### src/rtl/rx_pkg.sv
// ----------------------------------------------------------------------------
// rx_pkg
//   Definitions shared by the UART receive frame sequencer and its
//   redundant register primitive:
//     - one-hot state encodings and the state enum built from them
//     - legal data-bit range (DATA_MIN..DATA_MAX) and a clamp helper
//     - vote3: single-bit majority voter used by tmr_reg
// ----------------------------------------------------------------------------
package rx_pkg;

    localparam logic [4:0] INTERVAL  = 5'b00001;
    localparam logic [4:0] STARTBIT  = 5'b00010;
    localparam logic [4:0] DATABITS  = 5'b00100;
    localparam logic [4:0] PARITYBIT = 5'b01000;
    localparam logic [4:0] STOPBIT   = 5'b10000;

    typedef enum logic [4:0] {
        ST_INTERVAL  = INTERVAL,
        ST_STARTBIT  = STARTBIT,
        ST_DATABITS  = DATABITS,
        ST_PARITYBIT = PARITYBIT,
        ST_STOPBIT   = STOPBIT
    } state_e;

    localparam int unsigned DATA_MIN = 5;
    localparam int unsigned DATA_MAX = 9;

    // Majority of three copies of one bit.
    function automatic logic vote3(input logic a, input logic b, input logic c);
        return (a & b) | (a & c) | (b & c);
    endfunction

    // Out-of-range data-bit requests are pulled onto the nearest legal value.
    function automatic logic [3:0] clamp_data_bits(input logic [3:0] n);
        if (n < 4'(DATA_MIN)) return 4'(DATA_MIN);
        if (n > 4'(DATA_MAX)) return 4'(DATA_MAX);
        return n;
    endfunction

endpackage

### src/rtl/tmr_reg.sv
// ----------------------------------------------------------------------------
// tmr_reg
//   W-bit register with optional triple-modular redundancy. With TMR_EN=1
//   three copies capture the same next value and the output is their
//   bitwise majority, so a single upset copy is masked and then rewritten
//   by the next capture. With TMR_EN=0 it is a plain register.
// Ports
//   clk  in  1   system clock
//   rst  in  1   asynchronous reset, active-low (loads RST_VAL)
//   d_i  in  W   next value
//   q_o  out W   voted (or single) registered value
// ----------------------------------------------------------------------------
module tmr_reg
    import rx_pkg::*;
#(
    parameter int unsigned    W       = 1,
    parameter bit             TMR_EN  = 1'b1,
    parameter logic [W-1:0]   RST_VAL = '0
) (
    input  logic         clk,
    input  logic         rst,
    input  logic [W-1:0] d_i,
    output logic [W-1:0] q_o
);

    generate
        if (TMR_EN) begin : g_tmr
            logic [W-1:0] copy0_q;
            logic [W-1:0] copy1_q;
            logic [W-1:0] copy2_q;

            // NOTE: clocked state uses non-blocking assignments so every
            // copy samples the same pre-edge d_i regardless of block order.
            always_ff @(posedge clk or negedge rst) begin
                if (!rst) begin
                    copy0_q <= RST_VAL;
                    copy1_q <= RST_VAL;
                    copy2_q <= RST_VAL;
                end else begin
                    copy0_q <= d_i;
                    copy1_q <= d_i;
                    copy2_q <= d_i;
                end
            end

            always_comb begin
                for (int i = 0; i < int'(W); i++) begin
                    q_o[i] = vote3(copy0_q[i], copy1_q[i], copy2_q[i]);
                end
            end
        end else begin : g_single
            logic [W-1:0] reg_q;

            always_ff @(posedge clk or negedge rst) begin
                if (!rst) reg_q <= RST_VAL;
                else      reg_q <= d_i;
            end

            assign q_o = reg_q;
        end
    endgenerate

endmodule

### src/rtl/fsm_rx_frame.sv
// ----------------------------------------------------------------------------
// fsm_rx_frame
//   UART receive frame sequencer: start bit, 5..9 data bits, optional
//   parity bit, 1 or 2 stop bits. Frame format is latched when the start
//   edge is accepted and held for the whole frame. Flags false start,
//   framing error and watchdog timeout; pulses ByteDone_o on the final
//   stop bit. State, bit counter, stop counter and watchdog live in
//   tmr_reg instances (optionally triplicated).
// Ports
//   clk, rst            clock, asynchronous active-low reset
//   p_Enable_i          core enable; low forces INTERVAL
//   Rx_Synch_i          start edge detected (pulse)
//   Bit_Synch_i         end of current bit (pulse)
//   RxBit_i             sampled value of the bit ending now
//   AcqSig_i            16x-baud tick feeding the watchdog
//   p_DataBits_i        data bits per frame (clamped to 5..9)
//   p_ParityEnable_i    parity bit present
//   p_StopBits_i        0: one stop bit, 1: two
//   State_o             one-hot state
//   BitCounter_o        index of current data bit
//   ByteDone_o, FrameErr_o, FalseStart_o, Timeout_o   1-cycle pulses
// ----------------------------------------------------------------------------
module fsm_rx_frame
    import rx_pkg::*;
#(
    parameter bit          TMR_EN    = 1'b1,
    parameter int unsigned WDT_TICKS = 48,
    parameter int unsigned CNT_W     = 4
) (
    input  logic             clk,
    input  logic             rst,
    input  logic             p_Enable_i,
    input  logic             Rx_Synch_i,
    input  logic             Bit_Synch_i,
    input  logic             RxBit_i,
    input  logic             AcqSig_i,
    input  logic [3:0]       p_DataBits_i,
    input  logic             p_ParityEnable_i,
    input  logic             p_StopBits_i,
    output logic [4:0]       State_o,
    output logic [CNT_W-1:0] BitCounter_o,
    output logic             ByteDone_o,
    output logic             FrameErr_o,
    output logic             FalseStart_o,
    output logic             Timeout_o
);

    localparam int unsigned      WDT_W    = $clog2(WDT_TICKS + 1);
    localparam logic [WDT_W-1:0] WDT_LAST = WDT_W'(WDT_TICKS - 1);

    logic [4:0]       state_q,   state_d;
    logic [CNT_W-1:0] bitcnt_q,  bitcnt_d;
    logic [0:0]       stopcnt_q, stopcnt_d;
    logic [WDT_W-1:0] wdt_q,     wdt_d;

    // Frame format captured at start-edge acceptance.
    logic [3:0] ndata_q;
    logic       par_q;
    logic       stop2_q;

    logic latch_cfg;
    logic done_d, ferr_d, fstart_d, tout_d;
    logic done_q, ferr_q, fstart_q, tout_q;

    logic [CNT_W-1:0] last_idx;
    assign last_idx = CNT_W'(ndata_q - 4'd1);

    tmr_reg #(.W(5), .TMR_EN(TMR_EN), .RST_VAL(INTERVAL)) u_state (
        .clk(clk), .rst(rst), .d_i(state_d), .q_o(state_q)
    );
    tmr_reg #(.W(CNT_W), .TMR_EN(TMR_EN), .RST_VAL('0)) u_bitcnt (
        .clk(clk), .rst(rst), .d_i(bitcnt_d), .q_o(bitcnt_q)
    );
    tmr_reg #(.W(1), .TMR_EN(TMR_EN), .RST_VAL(1'b0)) u_stopcnt (
        .clk(clk), .rst(rst), .d_i(stopcnt_d), .q_o(stopcnt_q)
    );
    tmr_reg #(.W(WDT_W), .TMR_EN(TMR_EN), .RST_VAL('0)) u_wdt (
        .clk(clk), .rst(rst), .d_i(wdt_d), .q_o(wdt_q)
    );

    always_comb begin
        // NOTE: every output of this block gets a default up front so no
        // path through the case below can leave one unassigned (no latch).
        state_d   = state_q;
        bitcnt_d  = bitcnt_q;
        stopcnt_d = stopcnt_q;
        wdt_d     = wdt_q;
        latch_cfg = 1'b0;
        done_d    = 1'b0;
        ferr_d    = 1'b0;
        fstart_d  = 1'b0;
        tout_d    = 1'b0;

        if (state_q == ST_INTERVAL || Bit_Synch_i) wdt_d = '0;
        else if (AcqSig_i)                          wdt_d = wdt_q + 1'b1;

        if (!p_Enable_i) begin
            state_d = ST_INTERVAL;
        end else if (state_q != ST_INTERVAL && !Bit_Synch_i && AcqSig_i
                     && wdt_q == WDT_LAST) begin
            // This tick would bring the watchdog to its limit; a bit edge
            // on the same cycle would have cleared it instead.
            state_d = ST_INTERVAL;
            tout_d  = 1'b1;
        end else begin
            case (state_q)
                ST_INTERVAL: begin
                    if (Rx_Synch_i) begin
                        state_d   = ST_STARTBIT;
                        latch_cfg = 1'b1;
                    end
                end
                ST_STARTBIT: begin
                    if (Bit_Synch_i) begin
                        if (RxBit_i) begin
                            state_d  = ST_INTERVAL;
                            fstart_d = 1'b1;
                        end else begin
                            state_d = ST_DATABITS;
                        end
                    end
                end
                ST_DATABITS: begin
                    if (Bit_Synch_i) begin
                        if (bitcnt_q == last_idx) state_d = par_q ? ST_PARITYBIT : ST_STOPBIT;
                        else                      bitcnt_d = bitcnt_q + 1'b1;
                    end
                end
                ST_PARITYBIT: begin
                    if (Bit_Synch_i) state_d = ST_STOPBIT;
                end
                ST_STOPBIT: begin
                    if (Bit_Synch_i) begin
                        ferr_d = ~RxBit_i;
                        if (stop2_q && stopcnt_q == 1'b0) begin
                            stopcnt_d = 1'b1;
                        end else begin
                            state_d = ST_INTERVAL;
                            done_d  = 1'b1;
                        end
                    end
                end
                // Corrupted (non-one-hot) voted state recovers to idle.
                default: state_d = ST_INTERVAL;
            endcase
        end

        if (state_d != ST_DATABITS) bitcnt_d  = '0;
        if (state_d != ST_STOPBIT)  stopcnt_d = '0;
        if (state_d == ST_INTERVAL) wdt_d     = '0;
    end

    always_ff @(posedge clk or negedge rst) begin
        if (!rst) begin
            ndata_q  <= 4'(DATA_MIN);
            par_q    <= 1'b0;
            stop2_q  <= 1'b0;
            done_q   <= 1'b0;
            ferr_q   <= 1'b0;
            fstart_q <= 1'b0;
            tout_q   <= 1'b0;
        end else begin
            if (latch_cfg) begin
                ndata_q <= clamp_data_bits(p_DataBits_i);
                par_q   <= p_ParityEnable_i;
                stop2_q <= p_StopBits_i;
            end
            done_q   <= done_d;
            ferr_q   <= ferr_d;
            fstart_q <= fstart_d;
            tout_q   <= tout_d;
        end
    end

    assign State_o      = state_q;
    assign BitCounter_o = bitcnt_q;
    assign ByteDone_o   = done_q;
    assign FrameErr_o   = ferr_q;
    assign FalseStart_o = fstart_q;
    assign Timeout_o    = tout_q;

endmodule
### config.mk
export PLATFORM = sky130hd
export DESIGN_NAME = fsm_rx_frame
export DESIGN_NICKNAME = d
export VERILOG_FILES = /design/src/rtl/rx_pkg.sv /design/src/rtl/tmr_reg.sv /design/src/rtl/fsm_rx_frame.sv
export SDC_FILE = /design/constraint.sdc
export NUM_CORES = 1
export LEC_CHECK = 0
export ABC_CLOCK_PERIOD_IN_PS = 2300
export CORE_MARGIN = 5
export CORE_UTILIZATION = 39
export DETAILED_ROUTE_END_ITERATION = 7
export SYNTH_ARGS = -nofsm -noshare
export SYNTH_HDL_FRONTEND = slang
export SYNTH_SLANG_ARGS = --single-unit
### constraint.sdc
create_clock -name clk -period 2.3 [get_ports clk]
set_input_delay 0.23 -clock clk [delete_from_list [all_inputs] [get_ports clk]]
set_output_delay 0.23 -clock clk [all_outputs]
set_load 0.005 [all_outputs]
==> flow_metrics.env, run 1 <==
export IMPL_cp_start_kind="register"
export IMPL_crit_path_start="ndata_q[0]"
export IMPL_arrival_ps=2400
export IMPL_fin_area_sq_um=1760
export IMPL_drc=0
export IMPL_required_ps=2540
export IMPL_clock_path_buffers=2
export IMPL_leakage_nw=0.737
export IMPL_core_area_sq_um=3390
export IMPL_synth_edff_count=0
export IMPL_syn_avg_cell_area_sq_um=10.2
export IMPL_cp_end_kind="register"
export IMPL_start_util_pct=41.0
export IMPL_ctsResizeCount=0
export IMPL_drtIter0Drc=74
export IMPL_clk_transition_reported_paths_ps=140
export IMPL_routed_via_density=4.97
export IMPL_fp_dieH_um=69.7
export IMPL_dr_total_vias=1049
export IMPL_finalHoldViolCount=0
export IMPL_insertion_delay_ps=320
export IMPL_rsz0062_at_grt="false"
export IMPL_placed_area_sq_um=1710
export IMPL_io_buffers=25
export IMPL_power_density_nw_per_um2=579
export IMPL_multi_input_area_sq_um=703
export IMPL_drv_cap=0
export IMPL_setup_tns_ps=0
export IMPL_tightest_slew_ps=399
export IMPL_peakVddDrop_uv=291
export IMPL_root_buffer="clkbuf_4"
export IMPL_dp_hpwl_um=2140
export IMPL_grt_pass1_wl_um=4680
export IMPL_period_share_pct=94.0
export IMPL_grt_max_degree=27
export IMPL_drive_gt1_share_pct=12.7
export IMPL_cts_tree="built"
export IMPL_regArea_sq_um=654
export IMPL_postRouteAntennaNets=0
export IMPL_finalPower_mw=1.02
export IMPL_max_freq_ghz=0.463
export IMPL_cts_hold_buf=0
export IMPL_clock_sinks=26
export IMPL_synth_warnings=0
export IMPL_finalClockSkew_ps=11.5
export IMPL_fill_cells=307
export IMPL_drt_wl_total_um=2690
export IMPL_n_antenna_cell=0
export IMPL_max_slew_margin_rel_pct=73.3
export IMPL_synth_nets=152
export IMPL_area_growth_pct=26.7
export IMPL_r2r_start="ndata_q[0]"
export IMPL_cts_buffers=3
export IMPL_gp_congestion=0.740
export IMPL_htree_num_levels=1
export IMPL_outcome="finished, final reports clean"
export IMPL_hold_class="input port to async pin"
export IMPL_nNetsFinal=182
export IMPL_rows=21
export IMPL_finalSetupViolCount=0
export IMPL_synth_seq_cells=26
export IMPL_drv_slew=0
export IMPL_netlist_area_sq_um=1390
export IMPL_io_pins=26
export IMPL_path_class="register to register"
export IMPL_synth_distinct_cells=40
export IMPL_drt_wirelength_per_cell_um=12.7
export IMPL_drt_pass1_iter_count=3
export IMPL_ys_flop_type="dfrtp_1"
export IMPL_place_ws_ps=75.4
export IMPL_hold_ws_ps=255
export IMPL_grt_usage_pct=11.5
export IMPL_grt_overflow=0
export IMPL_antenna_found_initial=0
export IMPL_grt_pass1_vias=1077
export IMPL_die_width_um=69.7
export IMPL_period_needed_ps=2160
export IMPL_syn_inst=136
export IMPL_critPathMaxFanout=3
export IMPL_floorplan_die_area_sq_um=4860
export IMPL_async_flop_share_pct=100
export IMPL_ys_seq_area_share_pct=47.0
export IMPL_worst_slack_ps=139
export IMPL_post_cts_setup_buffers=0
==> worst max-delay path, stage by stage (launching register included) <==
cell and delay, ps:
dfstp_2 580, inv_1 60, ha_1 190, xor3_1 400, nor3_4 180, nand2_2 90, or3_4 390, a211oi_2 210
==> layout make-up <==
cell class | count | share of cell area [%]
Clock buffer | 3 | 1.28
Clock inverter | 1 | 1.70
Inverter | 6 | 1.28
Multi-Input combinational cell | 101 | 39.9
Sequential cell | 26 | 37.1
Tap cell | 46 | 3.26
Timing Repair Buffer | 28 | 15.5
==> where the power goes <==
| group | internal [mW] | switching (mW) | total, mW | leakage (nW) |
|---|---|---|---|---|
| clock | 0.176 | 0.132 | 0.308 | 0.0279 |
| sequential | 0.492 | 0.0272 | 0.519 | 0.345 |
| combinational | 0.0989 | 0.0946 | 0.194 | 0.364 |
| total | 0.767 | 0.254 | 1.02 | 0.737 |
==> logic make-up after synthesis <==
| group | synth area share (%) |
|---|---|
| AND/OR/NAND/NOR | 23.7 |
| buffers and inverters | 2.43 |
| XOR/XNOR | 9.26 |
| multiplexers | 5.40 |
| flip-flops | 47.0 |
| AO/OA/AOI/OAI | 9.53 |
| adder cells (fa/ha/maj) | 2.70 |
==> cell usage in the layout, fill, tap and decap left out, types with 3 or more instances in the layout <==
master | netlist | layout
a21oi_1 | 7 | 7
buf_4 | 0 | 3
clkbuf_4 | 0 | 3
clkdlybuf4s50_1 | 0 | 25
dfrtp_1 | 23 | 23
dfstp_2 | 3 | 3
ha_1 | 3 | 3
inv_1 | 6 | 6
mux2_2 | 4 | 4
mux2i_1 | 3 | 3
nand2_1 | 8 | 8
nand3_1 | 4 | 4
nand4_1 | 3 | 3
nor2_1 | 20 | 20
nor3_1 | 4 | 4
nor4_1 | 3 | 3
o21ai_0 | 3 | 3
xnor2_1 | 7 | 7
xor2_1 | 5 | 5
==> routing by layer <==
metal,track usage [%],share of wire [%],vias to the layer above
met4,3.19,0.82,0
met3,2.46,4.0,4
li1,-,-,540
met2,20.0,48,18
met1,14.3,47,487
met5,0,0,-
==> per-stage QoR <==
step	instances	utilization (%)
global placement	207	50.5
finish	211	52.0
global route	211	52.0
floorplan	136	-
CTS	211	52.0
detailed placement	207	50.5
==> state kept, by name, indices dropped and copies added (netlist names) <==
name                     cells
ByteDone_o                   1
stop2_q                      1
ndata_q                      4
u_wdt.g_tmr.copy0_q          6
par_q                        1
u_bitcnt.g_tmr.copy0_q       4
Timeout_o                    1
u_state.g_tmr.copy0_q        5
u_stopcnt.g_tmr.copy0_q      1
FrameErr_o                   1
FalseStart_o                 1
==> worst paths after layout <==
path / slack [ps] / cells past startpoint / to
worst max-delay path: 140 / 7 / u_stopcnt.g_tmr.copy0_q
worst min-delay path: 250 / 2 / u_state.g_tmr.copy0_q[2]
worst max register to register: 140 / 7 / u_stopcnt.g_tmr.copy0_q
worst min register to register: 510 / 2 / ndata_q[2]
max in group asynchronous: 1740 / 2 / ndata_q[0]
min in group clk: 510 / 2 / ndata_q[2]
==> synthesized netlist by cell type (2+ instances only) <==
master	instances	area, sq um
a22oi_1	2	15.0
nor4_1	3	18.8
mux2i_1	3	30.0
mux2_2	4	45.0
nand2_1	8	30.0
nand4_1	3	18.8
or3_1	2	12.5
ha_1	3	37.5
dfrtp_1	23	576
nor2_1	20	75.1
o21ai_0	3	15.0
clkbuf_1	3	11.3
xnor2_1	7	61.3
a21oi_1	7	35.0
nand2b_1	2	12.5
nor3_1	4	20.0
nand3_1	4	20.0
a211oi_2	2	25.0
inv_1	6	22.5
dfstp_2	3	78.8
xor2_1	5	43.8
No activity file was read; power rests on OpenSTA's default activity.
==> run 2, diff against run 1 <==
--- a/config.mk
+++ b/config.mk
@@ -5,7 +5,7 @@
 export SDC_FILE = /design/constraint.sdc
 export NUM_CORES = 1
 export LEC_CHECK = 0
-export ABC_CLOCK_PERIOD_IN_PS = 2300
+export ABC_CLOCK_PERIOD_IN_PS = 2400
 export CORE_MARGIN = 5
 export CORE_UTILIZATION = 39
 export DETAILED_ROUTE_END_ITERATION = 7
==> constraint.sdc (replaced) <==
create_clock -name clk -period 2.4 [get_ports clk]
set_input_delay 0.24 -clock clk [delete_from_list [all_inputs] [get_ports clk]]
set_output_delay 0.24 -clock clk [all_outputs]
set_load 0.005 [all_outputs]
==> run 2 against run 1 <==
Net effect: clock skew increased by 0.78 ps; hold slack better by 4.4 ps; final cell count did not move; die area unchanged; count of clock-buffer cells in the layout is the same; setup slack gained 22 ps; total power fell by 2.9%; clock power down 2%; cell area unchanged; critical path depth stayed put; sequential power fell by 4.0%; utilization did not move; critical path type unchanged.
==> flow_metrics.env, run 2 (same netlist as run 1, synthesis figures left out) <==
export IMPL_cp_top_family="simple AND/OR/NAND/NOR gates"
export IMPL_intPower_mw=0.738
export IMPL_floorplan_die_area_sq_um=4860
export IMPL_finalPower_mw=0.991
export IMPL_io_pins=26
export IMPL_max_slew_margin_rel_pct=70.1
export IMPL_largest_reg_flops=6
export IMPL_cp_end_kind="register"
export IMPL_layout_commonest_cell="clkdlybuf4s50_1"
export IMPL_arrival_ps=2490
export IMPL_grt_usage_pct=13.0
export IMPL_critPathMaxStageDelay_ps=570
export IMPL_switching_share_pct=25.6
export IMPL_pwr_share_seq_pct=50.3
export IMPL_switching_power_mw=0.254
export IMPL_required_ps=2650
export IMPL_insertion_delay_ps=330
export IMPL_pwr_share_clk_pct=30.6
export IMPL_leakage_nw=0.738
export IMPL_n_antenna_cell=0
export IMPL_fill_cells=312
export IMPL_finalSetupViolCount=0
export IMPL_grt_pass1_vias=1114
export IMPL_tightest_slew_ps=447
export IMPL_finalClockSkew_ps=12.3
export IMPL_cts_hold_buf=0
export IMPL_max_freq_ghz=0.447
export IMPL_dp_hpwl_um=2260
export IMPL_drt_wirelength_per_cell_um=13.7
export IMPL_drv_cap=0
export IMPL_finalHoldViolCount=0
export IMPL_fin_area_sq_um=1760
export IMPL_period_needed_ps=2240
export IMPL_drt_pass1_iter_count=2
export IMPL_peakVddDrop_uv=229
export IMPL_grt_overflow=0
export IMPL_rsz0062_at_grt="false"
export IMPL_nNetsFinal=182
export IMPL_clock_sinks=26
export IMPL_drive_gt1_share_pct=12.7
export IMPL_routed_via_density=5.08
export IMPL_antenna_found_initial=0
export IMPL_die_width_um=69.7
export IMPL_htree_num_levels=1
export IMPL_worst_slack_ps=160
export IMPL_cts_buffers=3
export IMPL_clock_path_buffers=2
export IMPL_cp_start_kind="register"
export IMPL_placed_area_sq_um=1710
export IMPL_regArea_sq_um=654
export IMPL_drtIter0Drc=63
export IMPL_drv_slew=0
export IMPL_timing_critical_path_buf_inv=1
export IMPL_critPathMaxFanout=3
export IMPL_rows=21
export IMPL_multi_input_area_sq_um=703
export IMPL_final_cell_mix="clkdlybuf4s50_1, dfrtp_1, nor2_1"
export IMPL_gp_congestion=0.756
export IMPL_pwr_share_comb_pct=19.2
export IMPL_grt_pass1_wl_um=5140
export IMPL_crit_chain="inv_1, ha_1, xor3_1, nor3_4, nand2_2, or3_4, a211oi_2"
export IMPL_core_area_sq_um=3390
export IMPL_power_density_nw_per_um2=562
export IMPL_drc=0
export IMPL_area_growth_pct=26.7
export IMPL_dr_total_vias=1072
export IMPL_hold_ws_ps=259
export IMPL_start_util_pct=41.0
export IMPL_root_buffer="clkbuf_4"
export IMPL_reg_largest_list="u_wdt.g_tmr.copy0_q x6, u_state.g_tmr.copy0_q x5"
export IMPL_top_register="u_wdt.g_tmr.copy0_q"
export IMPL_path_class="register to register"
export IMPL_setup_tns_ps=0
export IMPL_period_share_pct=93.3
export IMPL_io_buffers=25
export IMPL_place_ws_ps=172
export IMPL_grt_max_degree=27
export IMPL_fp_dieH_um=69.7
export IMPL_post_cts_setup_buffers=0
export IMPL_hold_class="input port to async pin"
export IMPL_outcome="finished, final reports clean"
export IMPL_ctsResizeCount=0
export IMPL_cts_tree="built"
export IMPL_crit_path_top_delay_cell="dfstp_2"
export IMPL_postRouteAntennaNets=0
export IMPL_drt_wl_total_um=2890
export IMPL_clk_transition_reported_paths_ps=150
run 2: cell counts in the layout (fill, tap and decap cells not counted):
No cell type changed its count.
run 2: metrics by stage:
step | utilization, % | cells
floorplan | - | 136
global placement | 50.5 | 207
detailed placement | 50.5 | 207
CTS | 52.0 | 211
global route | 52.0 | 211
finish | 52.0 | 211
run 2: worst register-to-register path: stages (launching register included):
cell,delay (ps)
dfstp_2,570
inv_1,60
ha_1,190
xor3_1,400
nor3_4,260
nand2_2,90
or3_4,390
a211oi_2,220
run 2: power groups by stage:
| stage | clock [mW] | combinational (mW) | sequential [mW] |
|---|---|---|---|
| final | 0.303 | 0.190 | 0.498 |
| after global routing | 0.324 | 0.215 | 0.503 |
| after CTS | 0.310 | 0.194 | 0.498 |
| after detailed placement | 0 | 0.194 | 0.506 |
| after global placement | 0 | 0.188 | 0.505 |
| after floorplan | 0 | 0.128 | 0.499 |
run 2: layout make-up:
class | count | share of cell area [%]
timing repair buffer | 28 | 15.5
tap | 46 | 3.26
multi-input combinational | 101 | 39.9
inverter | 6 | 1.28
clock buffer | 3 | 1.28
clock inverter | 1 | 1.70
sequential | 26 | 37.1
run 2: path summary, 6_finish.rpt:
path                                 start                      end  slack [ps]  depth (start not counted)
min in group clk                ndata_q[2]               ndata_q[2]         510                          2
worst min-delay path                   rst               ByteDone_o         260                          2
worst max register to register  ndata_q[0]  u_stopcnt.g_tmr.copy0_q         160                          7
worst min register to register  ndata_q[2]               ndata_q[2]         510                          2
max in group asynchronous              rst               ndata_q[0]        1830                          2
worst max-delay path            ndata_q[0]  u_stopcnt.g_tmr.copy0_q         160                          7
run 2: metal layers:
layer	global-route usage, %	part of all wire (%)
met1	16.8	46
met2	22.5	50
met4	3.19	0.80
met3	2.32	3.1
met5	0	0
